## src/rtl/bb_skid_buf.sv

```systemverilog
// Two-entry valid/ready skid buffer with fully registered data, valid and ready
// outputs, one transfer per cycle sustained, and a synchronous flush.
module bb_skid_buf #(
  parameter int            DW      = 32,
  parameter logic [DW-1:0] RST_VAL = '0
) (
  input  logic          clk,
  input  logic          rst,
  input  logic          flush,
  input  logic          s_valid,
  output logic          s_ready,
  input  logic [DW-1:0] s_data,
  output logic          m_valid,
  input  logic          m_ready,
  output logic [DW-1:0] m_data,
  output logic [1:0]    occupancy
);

  // The state encoding doubles as the occupancy count.
  typedef enum logic [1:0] {
    EMPTY = 2'd0,
    ONE   = 2'd1,
    FULL  = 2'd2
  } state_e;

  state_e        state_q, state_d;
  logic          s_ready_q, s_ready_d;
  logic          m_valid_q, m_valid_d;
  logic [DW-1:0] main_q, main_d;
  logic [DW-1:0] skid_q, skid_d;
  logic          s_fire, m_fire;

  assign s_fire = s_valid & s_ready_q;
  assign m_fire = m_valid_q & m_ready;

  always_ff @(posedge clk) begin
    if (rst) begin
      state_q   <= EMPTY;
      s_ready_q <= 1'b0;
      m_valid_q <= 1'b0;
    end else begin
      state_q   <= state_d;
      s_ready_q <= s_ready_d;
      m_valid_q <= m_valid_d;
    end
  end

  always_comb begin
    state_d = state_q;
    unique case (state_q)
      EMPTY: if (s_fire) state_d = ONE;
      ONE: begin
        if (s_fire && !m_fire)      state_d = FULL;
        else if (!s_fire && m_fire) state_d = EMPTY;
      end
      FULL:    if (m_fire) state_d = ONE;
      default: state_d = EMPTY;
    endcase
    if (flush) state_d = EMPTY;
  end

  // Handshake outputs are precomputed from the next state so they leave flops.
  always_comb begin
    s_ready_d = (state_d != FULL);
    m_valid_d = (state_d != EMPTY);
    main_d    = main_q;
    skid_d    = skid_q;
    if (!flush) begin
      unique case (state_q)
        EMPTY: if (s_fire) main_d = s_data;
        ONE: begin
          if (s_fire && m_fire)       main_d = s_data;
          else if (s_fire && !m_fire) skid_d = s_data;
        end
        FULL:    if (m_fire) main_d = skid_q;
        default: ;
      endcase
    end
  end

  // Flush leaves the payload registers untouched; only reset reloads them.
  always_ff @(posedge clk) begin
    if (rst) begin
      main_q <= RST_VAL;
      skid_q <= RST_VAL;
    end else begin
      main_q <= main_d;
      skid_q <= skid_d;
    end
  end

  assign s_ready   = s_ready_q;
  assign m_valid   = m_valid_q;
  assign m_data    = main_q;
  assign occupancy = state_q;

endmodule

```

## config.mk

```make
export PLATFORM = sky130hd
export DESIGN_NAME = bb_skid_buf
export DESIGN_NICKNAME = d
export VERILOG_FILES = /design/src/rtl/bb_skid_buf.sv
export SDC_FILE = /design/constraint.sdc
export NUM_CORES = 1
export LEC_CHECK = 0
export ABC_AREA = 1
export ABC_CLOCK_PERIOD_IN_PS = 1500
export CORE_MARGIN = 2
export CORE_UTILIZATION = 50
export DETAILED_ROUTE_END_ITERATION = 16
export PLACE_DENSITY_LB_ADDON = 0.3
export SLEW_MARGIN = 20
export SYNTH_ARGS = -nofsm -noshare
export SYNTH_HDL_FRONTEND = slang
export SYNTH_SLANG_ARGS = --single-unit
```

## constraint.sdc

```tcl
create_clock -name clk -period 1.5 [get_ports clk]
set_clock_uncertainty 0.1 [all_clocks]
set_input_delay 0.3 -clock clk [delete_from_list [all_inputs] [get_ports clk]]
set_output_delay 0.3 -clock clk [all_outputs]
set_load 0.01 [all_outputs]
```

==> metrics.txt <==
outcome=finished, violations left; failing checks=setup timing; unrepaired setup endpoints after global routing=true; global routing usage on met3=0.0435; io pins=73; final hold slack=around 0.38 ns; Initial Util=0.520; H-tree depth=3; CP endpoint kind=register; nets=591; Non-Filler Instances=633; Die ar.=6840 um^2; CTS Buffer Depth=2; flop-to-flop setup slack=-0.001 ns; Cell Chain, Critical Path=buf_6, o21ai_2, nand2_2, nor2_8, buf_12, nand2_1, nand2_1, nor2_1; syn_nets=~510; Seq/Total Area, Yosys=0.439; Layout fillers=543; top cell type's share of synthesized area=0.439; Crit path buffers/inverters=2; Final setup viols=1; Netlist cell types=19; power per standard cell area=895 nW/um^2; CP Depth=8; Top cell by count, worst path=nand2_1; Synth Register Bits=68; Most Crowded Layer GR=met2; largest net degree at the start of global routing=42; fin. max-slew vios=0; Site Rows=28; most frequent cells in the layout=nand2_1 (128), nor2_1 (128), dfxtp_1 (66), clkdlybuf4s50_1 (36), dlygate4sd2_1 (36); DR pass1 iterations=4; CP startpoint kind=register; via count=roughly 3,100; Hold WC Path Type=reg -> reg; total power=3.75 mW; first-pass GRT wire length=11,900 um; Area Growth Syn to Fin=35.1%; fin crit share=1.00; Crit path largest cell delay=0.36 ns; initial antenna violation count=0; Worst Hold Path Cells=2; Hold Buf Count CTS=0; drt total wl=7380 um; Worst Setup Path Type=reg -> reg; CP arrival=about 1.6 ns; synthesis warning total=0; Clock transition at path regs=0.07 ns; total global-route track usage=0.224; R2R cell count=8; Post-Syn Area=3100 um^2; worst skew pair latency=roughly 0.34 ns; vias in the first global route=between 2,000 and 3,000; initial DRC count=around 160; CTS tree=yes; fmax=0.666 GHz; Via-to-Cell Ratio=4.93; M1 GR Usage=0.268; Ant. Diodes=0; drt wl/cell=11.7 um; number of port buffers=72; die width=approximately 83 um; ratio of cells with drive above 1 in the final layout=0.109; Leak=2.10 nW; Crit path required time=1.64 ns; footprint of the multi-input gates=1460 um^2; grt total ovfl=0; area leader, netlist=dfxtp_1; GPL Wtd Cong=0.829; crit-path max FO=20; DRC=0; root buffer cell=clkbuf_8; met2 Resource Use GR=0.380; core area=5960 um^2; utilization after layout=0.703; DP Cell Count=between 600 and 700; HPWL after DPL=4850 um; Reg area=1370 um^2; min Tclk post-route=between 1.5 and 2 ns; total CTS buffers=9; top post-synthesis cells by area=dfxtp_1 (44%), nand2_1 (17%), nor2_1 (16%), nand3_1 (5.2%), inv_1 (4.2%); final setup margin=-0.00121 ns; cell count after synthesis=477; antenna violation net count after detailed routing=0; Worst slew margin=0.860; Maximum Capacitance Violations=0; Slew @ Worst Pin=around 0.21 ns; CTS Sinks=68; Top delay family on crit path=simple AND/OR/NAND/NOR gates; Hold Violations, Final=0; die height=approximately 83 um; slowest CP cell=dfxtp_4; worst vdd ir=0.000497 V; Mean Syn Cell Area=6.50 um^2
layer usage:
metal / vias up / share of wire
met2: 84 / 0.48
met3: 17 / 0.051
met4: 0 / 0.021
li1: 1600 / -
met5: - / 0
met1: 1422 / 0.45
cells by family (layout without fill, tap and decap cells):
family	Yosys count	after routing	synth area share
AOI/OAI and AO/OA	35	35	0.0598
buffers and inverters	68	149	0.108
DFF	68	68	0.439
and+or+nand+nor	306	306	0.393
cell usage after synthesis:
master	n
dfxtp_1	68
buf_6	9
nor2_1	130
nand4_1	1
o21a_1	1
buf_2	9
a21oi_2	1
nor3_2	1
nand2_2	2
nand3_1	32
nor2_8	1
o21ai_2	1
o21ai_0	23
clkbuf_1	9
inv_2	4
nand2_1	139
buf_1	2
inv_1	35
o21ai_1	9
metrics by stage:
| step | setup slack (ns) | area, um^2 | TNS (ns) |
|---|---|---|---|
| after floorplan | 0.131 | 3100 | 0 |
| after global placement | -0.317 | 3940 | -14.14 |
| after detailed placement | -0.336 | 3940 | -17.21 |
| after CTS | 0.0263 | 4070 | 0 |
| after global routing | -0.0714 | 4190 | -1.36 |
| final | -0.00121 | 4190 | -0.00121 |
worst paths after layout:
path / startpoint / end
max reg2reg: occupancy[1] / m_data[29]
min: m_data[11] / m_data[11]
min reg2reg: m_data[11] / m_data[11]
max: occupancy[1] / m_data[29]
power by group:
part	total (mW)	internal (mW)	leakage (nW)	switching, mW
Clock	1.34	0.684	0.0828	0.653
Sequential	1.89	1.86	0.554	0.0298
Combinational	0.517	0.259	1.46	0.258
sequential cells by signal, summed over array words and instances (netlist names):
signal	cells
m_data	32
skid_q	32
occupancy	2
m_valid	1
s_ready	1
tightest hold or removal path, delay by kind of cell, from the launching register on:
family | cells | cell delay (ns)
flops | 1 | 0.32
simple gates | 2 | 0.13
what timing repair did:
action / 4_1_cts / 5_1_grt
gates resized for setup: 37 / 21
pin swaps: 0 / 1
buffers inserted: 0 / 1
endpoints found under the setup margin: 36 / 30
cloned: 0 / 2
area by class of cell:
class,count,share of cell area
Inverter,39,0.0350
Clock buffer,14,0.0389
Tap cell,75,0.0224
Multi-Input combinational cell,341,0.348
Timing Repair Buffer,95,0.228
Clock inverter,1,0.00179
Sequential cell,68,0.326
Note: power is estimated with default switching activity, not from simulation.
